`src/rtl/ir_pi_seq.sv`:
```
// ir_pi_seq -- IR line-sensor sequencer with a built-in PI steering loop.
//
// Scans NUM_PAIRS emitter/sensor pairs. For each pair it settles the
// emitter, converts the inner and then the outer channel through the
// external A2D handshake, and accumulates a position-weighted error
// (inner adds, outer subtracts, both scaled by 2^k). Once per loop it
// computes P and I terms with internal multipliers and emits saturated
// left/right motor commands.
//
// Ports:
//   clk, rst        clock; asynchronous active-high reset
//   go              run enable; low forces IDLE and clears loop state
//   cnv_cmplt       A2D conversion done (only sampled in CNV_IN/CNV_OUT)
//   A2D_res[11:0]   A2D result, unsigned
//   strt_cnv        one-cycle A2D start pulse
//   chnnl[2:0]      A2D channel select (held from strt_cnv to cnv_cmplt)
//   ir_en[NP-1:0]   PWM emitter enable, only the active pair's bit toggles
//   LEDs[7:0]       Error[11:4]
//   lft/rht[10:0]   motor commands, lft_reg[11:1] / rht_reg[11:1]
//   out_vld         one-cycle pulse when lft/rht carry a new value
//
// Optional feature: define IR_PI_SEQ_ANTI_WINDUP_EN to freeze the
// integrator update whenever the previous loop's RHT or LFT saturated.
//
// PTERM and ITERM are gain magnitudes: they are zero-extended before the
// signed multiply, so a positive Error always steers lft above rht.
module ir_pi_seq #(
  parameter int          NUM_PAIRS  = 3,
  parameter int          SETTLE_CYC = 4096,
  parameter int          GAP_CYC    = 32,
  parameter logic [23:0] CHN_MAP    = 24'h03B501,
  parameter logic [7:0]  IR_DUTY    = 8'h8C,
  parameter logic [13:0] PTERM      = 14'h3680,
  parameter logic [11:0] ITERM      = 12'h500,
  parameter int          INT_DEC    = 4,
  parameter logic [11:0] FWD_MAX    = 12'h700
) (
  input  logic                 clk,
  input  logic                 rst,
  input  logic                 go,
  input  logic                 cnv_cmplt,
  input  logic [11:0]          A2D_res,
  output logic                 strt_cnv,
  output logic [2:0]           chnnl,
  output logic [NUM_PAIRS-1:0] ir_en,
  output logic [7:0]           LEDs,
  output logic [10:0]          lft,
  output logic [10:0]          rht,
  output logic                 out_vld
);

  localparam int TMAX = (SETTLE_CYC > GAP_CYC) ? SETTLE_CYC : GAP_CYC;
  localparam int TW   = (TMAX > 1) ? $clog2(TMAX) : 1;
  localparam int IDW  = (INT_DEC > 1) ? $clog2(INT_DEC) : 1;

  typedef enum logic [3:0] {
    IDLE, SETTLE, CNV_IN, GAP, CNV_OUT,
    ERR, INTG, ICMP1, ICMP2, PCMP1, PCMP2, RHT, LFT
  } state_t;

  function automatic logic signed [11:0] sat12(input logic signed [19:0] v);
    if (v > 20'sd2047)       return 12'sh7FF;
    else if (v < -20'sd2048) return 12'sh800;
    else                     return v[11:0];
  endfunction

  function automatic logic signed [15:0] sat16(input logic signed [19:0] v);
    if (v > 20'sd32767)       return 16'sh7FFF;
    else if (v < -20'sd32768) return 16'sh8000;
    else                      return v[15:0];
  endfunction

  state_t                state, nxt;
  logic                  strt_nxt;
  logic [TW-1:0]         tmr;
  logic [1:0]            k;
  logic [7:0]            pwm_cnt;
  logic                  pwm, pair_on, last_pair;
  logic [15:0]           a2d_shift;
  logic signed [15:0]    accum;
  logic signed [11:0]    error, intgrl, icomp;
  logic signed [15:0]    pcomp;
  logic [11:0]           fwd;
  logic [IDW-1:0]        int_dec;
  logic                  int_wrap, intg_hold;
  logic signed [24:0]    iprod;
  logic signed [26:0]    pprod;
  logic signed [11:0]    lft_reg, rht_reg;
  logic signed [19:0]    sum_r, sum_l, intg_sum;
  logic                  unused_ok;

  assign pwm       = (pwm_cnt < IR_DUTY);
  assign pair_on   = (state == SETTLE) || (state == CNV_IN) ||
                     (state == GAP)    || (state == CNV_OUT);
  assign last_pair = (k == 2'(NUM_PAIRS-1));
  assign a2d_shift = 16'({4'd0, A2D_res} << k);
  assign int_wrap  = (int_dec == IDW'(INT_DEC-1));
  assign intg_sum  = 20'(intgrl) + 20'(error >>> 4);
  assign sum_r     = $signed({8'd0, fwd}) - 20'(pcomp) - 20'(icomp);
  assign sum_l     = $signed({8'd0, fwd}) + 20'(pcomp) + 20'(icomp);

  assign LEDs      = error[11:4];
  assign lft       = lft_reg[11:1];
  assign rht       = rht_reg[11:1];
  assign unused_ok = ^{lft_reg[0], rht_reg[0]};

  // Channel select: slot {k, sel} indexes CHN_MAP; outer slot in GAP/CNV_OUT.
  always_comb begin
    logic [2:0] slot;
    chnnl = 3'd0;
    slot  = {k, (state == GAP) || (state == CNV_OUT)};
    if (pair_on)
      for (int s = 0; s < 8; s++)
        if (slot == 3'(s)) chnnl = CHN_MAP[3*s +: 3];
  end

  for (genvar i = 0; i < NUM_PAIRS; i++) begin : g_ir
    assign ir_en[i] = pair_on && pwm && (k == 2'(i));
  end

  always_ff @(posedge clk or posedge rst)
    if (rst) state <= IDLE;
    else     state <= nxt;

  always_comb begin
    nxt      = state;
    strt_nxt = 1'b0;
    if (!go) nxt = IDLE;
    else begin
      case (state)
        IDLE:    nxt = SETTLE;
        SETTLE:  if (tmr == TW'(SETTLE_CYC-1)) begin nxt = CNV_IN; strt_nxt = 1'b1; end
        CNV_IN:  if (cnv_cmplt) nxt = GAP;
        GAP:     if (tmr == TW'(GAP_CYC-1)) begin nxt = CNV_OUT; strt_nxt = 1'b1; end
        CNV_OUT: if (cnv_cmplt) nxt = last_pair ? ERR : SETTLE;
        ERR:     nxt = INTG;
        INTG:    nxt = ICMP1;
        ICMP1:   nxt = ICMP2;
        ICMP2:   nxt = PCMP1;
        PCMP1:   nxt = PCMP2;
        PCMP2:   nxt = RHT;
        RHT:     nxt = LFT;
        LFT:     nxt = SETTLE;
        default: nxt = IDLE;
      endcase
    end
  end

`ifdef IR_PI_SEQ_ANTI_WINDUP_EN
  // Remembers whether either motor command clipped in the most recent loop.
  logic sat_last, rht_sat, lft_sat;
  assign rht_sat = (sum_r != 20'(sat12(sum_r)));
  assign lft_sat = (sum_l != 20'(sat12(sum_l)));

  always_ff @(posedge clk or posedge rst)
    if (rst)                 sat_last <= 1'b0;
    else if (!go)            sat_last <= 1'b0;
    else if (state == RHT)   sat_last <= rht_sat;
    else if (state == LFT)   sat_last <= sat_last | lft_sat;

  assign intg_hold = sat_last;
`else
  assign intg_hold = 1'b0;
`endif

  always_ff @(posedge clk or posedge rst) begin
    if (rst) begin
      strt_cnv <= 1'b0;
      out_vld  <= 1'b0;
      tmr      <= '0;
      k        <= '0;
      pwm_cnt  <= '0;
      accum    <= '0;
      error    <= '0;
      intgrl   <= '0;
      icomp    <= '0;
      pcomp    <= '0;
      fwd      <= '0;
      int_dec  <= '0;
      iprod    <= '0;
      pprod    <= '0;
      lft_reg  <= '0;
      rht_reg  <= '0;
    end else begin
      pwm_cnt  <= pwm_cnt + 8'd1;
      strt_cnv <= strt_nxt;
      out_vld  <= 1'b0;
      tmr      <= (nxt != state) ? '0 : tmr + TW'(1);
      if (!go) begin
        // Dropping go abandons the loop: any pending result is never added.
        fwd     <= '0;
        intgrl  <= '0;
        int_dec <= '0;
        lft_reg <= '0;
        rht_reg <= '0;
      end else begin
        case (state)
          IDLE: begin
            accum <= '0;
            k     <= '0;
          end
          CNV_IN:  if (cnv_cmplt) accum <= accum + a2d_shift;
          CNV_OUT: if (cnv_cmplt) begin
            accum <= accum - a2d_shift;
            if (!last_pair) k <= k + 2'd1;
          end
          ERR:   error <= sat12(20'(accum));
          INTG: begin
            int_dec <= int_wrap ? '0 : int_dec + IDW'(1);
            if (int_wrap) begin
              if (!intg_hold) intgrl <= sat12(intg_sum);
              if (fwd < FWD_MAX) fwd <= fwd + 12'd1;
            end
          end
          ICMP1: iprod <= 25'(intgrl) * 25'($signed({1'b0, ITERM}));
          ICMP2: icomp <= sat12(20'(iprod >>> 12));
          PCMP1: pprod <= 27'(error) * 27'($signed({1'b0, PTERM}));
          PCMP2: pcomp <= sat16(20'(pprod >>> 12));
          RHT:   rht_reg <= sat12(sum_r);
          LFT: begin
            lft_reg <= sat12(sum_l);
            out_vld <= 1'b1;
            accum   <= '0;
            k       <= '0;
          end
          default: ;
        endcase
      end
    end
  end

endmodule

```
`config.mk`:
```
export PLATFORM = sky130hd
export DESIGN_NAME = ir_pi_seq
export DESIGN_NICKNAME = d
export VERILOG_FILES = /design/src/rtl/ir_pi_seq.sv
export SDC_FILE = /design/constraint.sdc
export NUM_CORES = 1
export LEC_CHECK = 0
export BUFFER_PORTS_ARGS = -buffer_cell sky130_fd_sc_hd__buf_2
export CAP_MARGIN = 5
export CORE_UTILIZATION = 64
export DETAILED_ROUTE_END_ITERATION = 12
export HOLD_SLACK_MARGIN = 0.12
export PLACE_DENSITY = 0.85
export SYNTH_ARGS = -nofsm -noshare
export SYNTH_HDL_FRONTEND = slang
export SYNTH_SLANG_ARGS = --single-unit
export TNS_END_PERCENT = 1
```
`constraint.sdc`:
```
create_clock -name clk -period 5.9 [get_ports clk]
set_input_delay 1.18 -clock clk [delete_from_list [all_inputs] [get_ports clk]]
set_output_delay 1.18 -clock clk [all_outputs]
set_load 0.01 [all_outputs]
```
* After elaboration in Yosys (flattened, before gate mapping) *
Index checks and enable logic that the tools add are counted.
W data, S select, Z words.

word-level totals
  register bits = 170
  word-level logic and storage cells = 157

cells by class
  add/subtract/negate cells = 12
  multipliers = 2
  $lt $le $gt $ge = 14
  equal/unequal tests = 33
  shift operators = 1
  mux-type cells = 55
  reductions and logical operators = 23

operators by type and width
  kind                     number
  $mux W12                 22
  $mux W16                 4
  $pmux W16 S3             1
  $pmux W4 S12             1
  $gt A18 B12 Y1 const B   2
  $lt A18 B12 Y1 const B   2
  $add A12 B1 Y12 const B  2
  $mux W3                  8
  $eq A4 B4 Y1 const B     5
  $mul A12 B8 Y20 const B  1
  $mux W4                  5
  $add A17 B12 Y18         1
  $sub A17 B12 Y18         1
  $add A13 B16 Y17         1
  $sub A13 B16 Y17         1
  $add A16 B16 Y16         1
  $eq A4 B3 Y1 const B     4
  $gt A15 B16 Y1 const B   1
  $gt A16 B12 Y1 const B   1
  $lt A15 B16 Y1 const B   1
  $lt A16 B12 Y1 const B   1
  $mul A12 B4 Y16 const B  1
  $shl A12 B2 Y16          1
  $sub A16 B16 Y16         1
  36 further kinds         71

* Logic depth before layout (Yosys ltp) *
  depth after elaboration = 12
  mapped depth = 20

* Worst setup path before layout *
No wires, ideal clock.

  path kind = in2reg
  start point = input A2D_res[0]
  end point = register accum[15]
  arrival time = 4.524 ns
  required time = 5.770 ns
  path slack = 1.246 ns
  stages = 15
  path through = mux4_2 nor3_2 or4b_4 inv_1 a21oi_1 xor2_1 ha_1 or2_2 a21oi_1 a31oi_1 and4_1 a2111oi_2 nor4_1 a311oi_1 a21oi_1

on the way
  cells in the longest elaborated chain, start to end = 4
  elaborated cells on any way between the ends = 6

ends and longest elaborated chain
  what                                                         RTL line  RTL
  start: declaration                                           42        input logic [11:0] A2D_res,
  $shl A12 B2 Y16 (*)                                          96        assign a2d_shift = 16'({4'd0, A2D_res} << k);
  $sub A16 B16 Y16 / $add A16 B16 Y16 (equally long branches)  204, 202
  $mux W16 (on tied branches)                                  203, 202
  $pmux W16 S3 (*)                                             197       case (state)
  end signal: assignment                                       202       CNV_IN: if (cnv_cmplt) accum <= accum + a2d_shift;
  end signal: assignment                                       204       accum <= accum - a2d_shift;
  end: declaration                                             80        logic signed [15:0] accum;

Every way passes the cells marked *; elsewhere a longest branch is shown, timed or not. The select of a mux whose other input is x is not followed.
A chain may end at the register's enable or synchronous reset.

* Worst setup path in the final report *
Ends and elaborated chain as after synthesis.

==> implementation parameters <==
Parameter                              Value

Critical path
  Required arrival time at the worst endpoint    6210 ps
  Type of destination of the critical path    flop
  Cells traversed along the worst timing path    buf_2, mux4_2, nor3_2, or4b_4, inv_1, a21oi_1, xor2_1, ha_1, or2_2, a21oi_1, a31oi_1, and4_1, a2111oi_2, nor4_1, a311oi_1, a21oi_1
  Most used cell along the critical path    a21oi_1
  Max incr delay on CP    ~530 ps
  Crit Path Class    in -> reg
  Data arrival time of the critical path    ~5000 ps
  Max FO, Critical Path    6
  Kind of start point of the critical path    input pin
  Critical-path top delay cell    mux4_2
  Flop-to-flop setup slack    roughly 1200 ps

Global route
  Global route overflow    0
  Global-route total usage across every layer    ~29%
  Number of global-route vias before repair    roughly 11000
  Wire length of the first global-routing pass    ~51000 µm
  Number of antenna violations at the first check in global routing    0
  Pin count of the biggest net entering global routing    110

Final layout
  Regs by FF count    accum: 16 flops, pcomp: 16 flops, pprod: 15 flops
  Final standard cell utilization of the core    around 70%
  Fill count    about 1500
  Ratio of cells with drive above 1 in the final layout    approximately 8.1%
  Area delta synth->final    7.47%
  Count of placed standard cells in the final layout, fillers left out    1784
  Total number of nets in the final design    between 1500 and 2000
  # diodes    0

Placed design
  DP HPWL    22800 µm
  IO Port Bufs    between 50 and 60
  Count of placed standard cells including taps    around 1800
  Setup Slack @ Placement    794 ps
  Final Wtd Congestion    0.989

CTS
  Count of buffers added by post-CTS timing repair for setup    0
  Clock-pin slew reported for the worst setup and hold paths after clock tree synthesis    around 70 ps
  Clock tree from TritonCTS    built
  Hold_buf cts    0
  Clock buffer depth    2
  Clock Root Buffer    clkbuf_16
  CTS Sinks    between 150 and 200
  CTS Buf Count    17
  Clk Latency, worst-skew pair    roughly 430 ps
  Cells resized by post-CTS repair    0
  CTS HTree Levels    4

Power and ir drop
  Worst vdd rail ir drop    about 0.18 mV
  Standby leakage power    approximately 7.4 nW
  Areal power density over the cells    approximately 190 mW/mm²

Floorplanning
  Number of top-level design ports    54
  Die height    approximately 150 µm
  Die width    146 µm
  Rows    52
  Area of the placeable core    0.0204 mm²
  Area of the die    roughly 0.021 mm²
  Initial Utilization    between 60% and 70%

Routing
  Vias post-DR    10846
  Routed wire length    29900 µm
  DRT iter0 DRCs    roughly 680
  Number of detailed-routing iterations run before antenna repair    5
  Routed wire per std cell    between 15 and 20 µm
  Via count normalized by instance count    roughly 6.1
  DRC    0
  ANT nets after route    0

Run status
  Result of the run    complete, no violations

Yosys
  Fraction of synthesized cell area taken by the top area cell type    between 20 and 30%
  Proportion of synthesized chip area in sequential cells    just under 30%
  Syn Area/Cell    slightly above 9 µm²
  Biggest area contributors in the synthesized netlist    dfrtp_1, ha_1, fa_1, o21ai_0, nand2_1
  Number of standard cells after synthesis    about 1500
  Cell type contributing the most total cell area after synthesis    dfrtp_1
  Fraction of registers with async set/reset    100%
  Top FF cell, synth    dfrtp_1
  Number of enable-type register cells in the synthesized netlist    0
  Post-Synthesis Cell Area    around 0.013 mm²
  Synth cell types    74
  Synthesized net count    about 1700
  Flip-flop and latch count after synthesis    159
  Count of yosys warnings during synthesis    0

STA
  PnR worst setup slack    around 1200 ps
  Worst Max-Slew Pin Slew    approximately 1200 ps
  Final setup violation count    0
  Peak Freq    212 MHz
  Worst slew margin relative to its limit    a little over a fifth
  Final-report hold violation count    0
  Skew final    between 10 and 15 ps
  Post-route fraction of the period consumed by the critical path    between 80% and 90%
  Summed negative setup slack over all endpoints    0 ps
  RSZ-0062 raised after global routing    false
  Max-slew violation count    0
  Tmin final    ~4700 ps

Min path
  Path class of the lowest-slack min-delay path    reg -> reg

Job
  Number of maximum-capacitance violations    0
## synth_stat cells (7+ instances only)
master and number:
a31oi_1 8, nor2b_1 15, inv_1 125, ha_1 147, nor4_1 9, clkbuf_1 34
buf_4 8, or3_1 14, xor2_1 48, a21o_1 20, a221o_1 9, dfrtp_1 159
and3_1 14, a21boi_0 8, o21a_1 25, o21ai_0 134, nor2_1 91, a211oi_1 11
nand2b_1 16, fa_1 60, a22oi_1 16, or2_2 8, nand2_1 174, o21bai_1 11
o211ai_1 10, a21oi_1 72, nand4_1 7, o31ai_1 9, xnor2_1 53, and2_1 18
nor3_1 23, nand3_1 27
## cells in the final DEF (no fill, tap or decap), types with 9 or more instances in the layout
cell / instances
a211oi_1: 11
dfrtp_1: 159
fa_1: 60
xor2_1: 48
and3_1: 14
nand2_1: 174
nor2_1: 91
nand3_1: 27
nand2b_1: 16
or3_1: 14
nor3_1: 23
o21bai_1: 11
o31ai_1: 9
a21o_1: 20
buf_2: 53
clkbuf_16: 17
o211ai_1: 10
a221o_1: 9
nor2b_1: 15
ha_1: 147
nor4_1: 9
inv_1: 124
xnor2_1: 53
a21oi_1: 72
a22oi_1: 16
o21a_1: 25
o21ai_0: 134
and2_1: 18
## stage by stage
stage | hold slack [ps] | total power, W | area [µm²]
final | 469 | 0.00275 | 14300
after global routing | 493 | 0.00286 | 14300
after CTS | 472 | 0.00275 | 14300
after detailed placement | 459 | 0.00167 | 13800
after global placement | 455 | 0.00165 | 13800
after floorplan | 437 | 0.00156 | 13300
## metal layers
layer	vias up	track usage, %	wire (µm)
met2	305	51.4	15300
li1	5185	-	-
met1	5288	36.1	12500
met4	0	11.2	789
met5	-	0	0
met3	68	3.59	1300
## cell families (layout without fill, tap and decap cells)
logic type / Yosys count / after routing / synth area share, %
buf+inv: 173 / 215 / 5.16
fa+ha+maj: 207 / 207 / 22.8
simple gates: 433 / 433 / 15.3
compound gates: 381 / 381 / 18.3
xor+xnor: 101 / 101 / 6.63
mux: 18 / 18 / 2.08
flops: 159 / 159 / 29.8
## cell type report
type / count / area (µm²) / share of cell area, %
Clock buffer: 19 / 443 / 3.09
Tap cell: 270 / 338 / 2.35
Clock inverter: 13 / 129 / 0.898
Sequential cell: 159 / 3980 / 27.7
Multi-Input combinational cell: 1140 / 8680 / 60.5
Timing Repair Buffer: 58 / 303 / 2.11
Inverter: 125 / 474 / 3.31
## worst max-delay path, delay by kind of cell
family                     cells  cell delay (ps)
and+or+nand+nor                5             1410
AOI/OAI and AO/OA              6             1190
muxes                          1              530
adders and majority gates      1              360
buffers and inverters          2              200
xor gates and xnor gates       1              170
## power by group
group          leakage [nW]  total (W)  internal, W  switching [W]
Combinational          5.06   0.000491     0.000195       0.000295
Clock                 0.275    0.00108     0.000602       0.000482
Sequential             2.05    0.00117      0.00113      0.0000437
## worst paths after layout
check | from | to | cells after the start
max in group asynchronous | rst | pprod[18] | 3
setup / recovery | A2D_res[0] | accum[15] | 16
hold / removal | pwm_cnt[3] | pwm_cnt[3] | 1
hold reg to reg | pwm_cnt[3] | pwm_cnt[3] | 1
min in group asynchronous | rst | tmr[3] | 2
setup reg to reg | error[5] | pprod[26] | 15
Power figures use the tool's default switching activity.
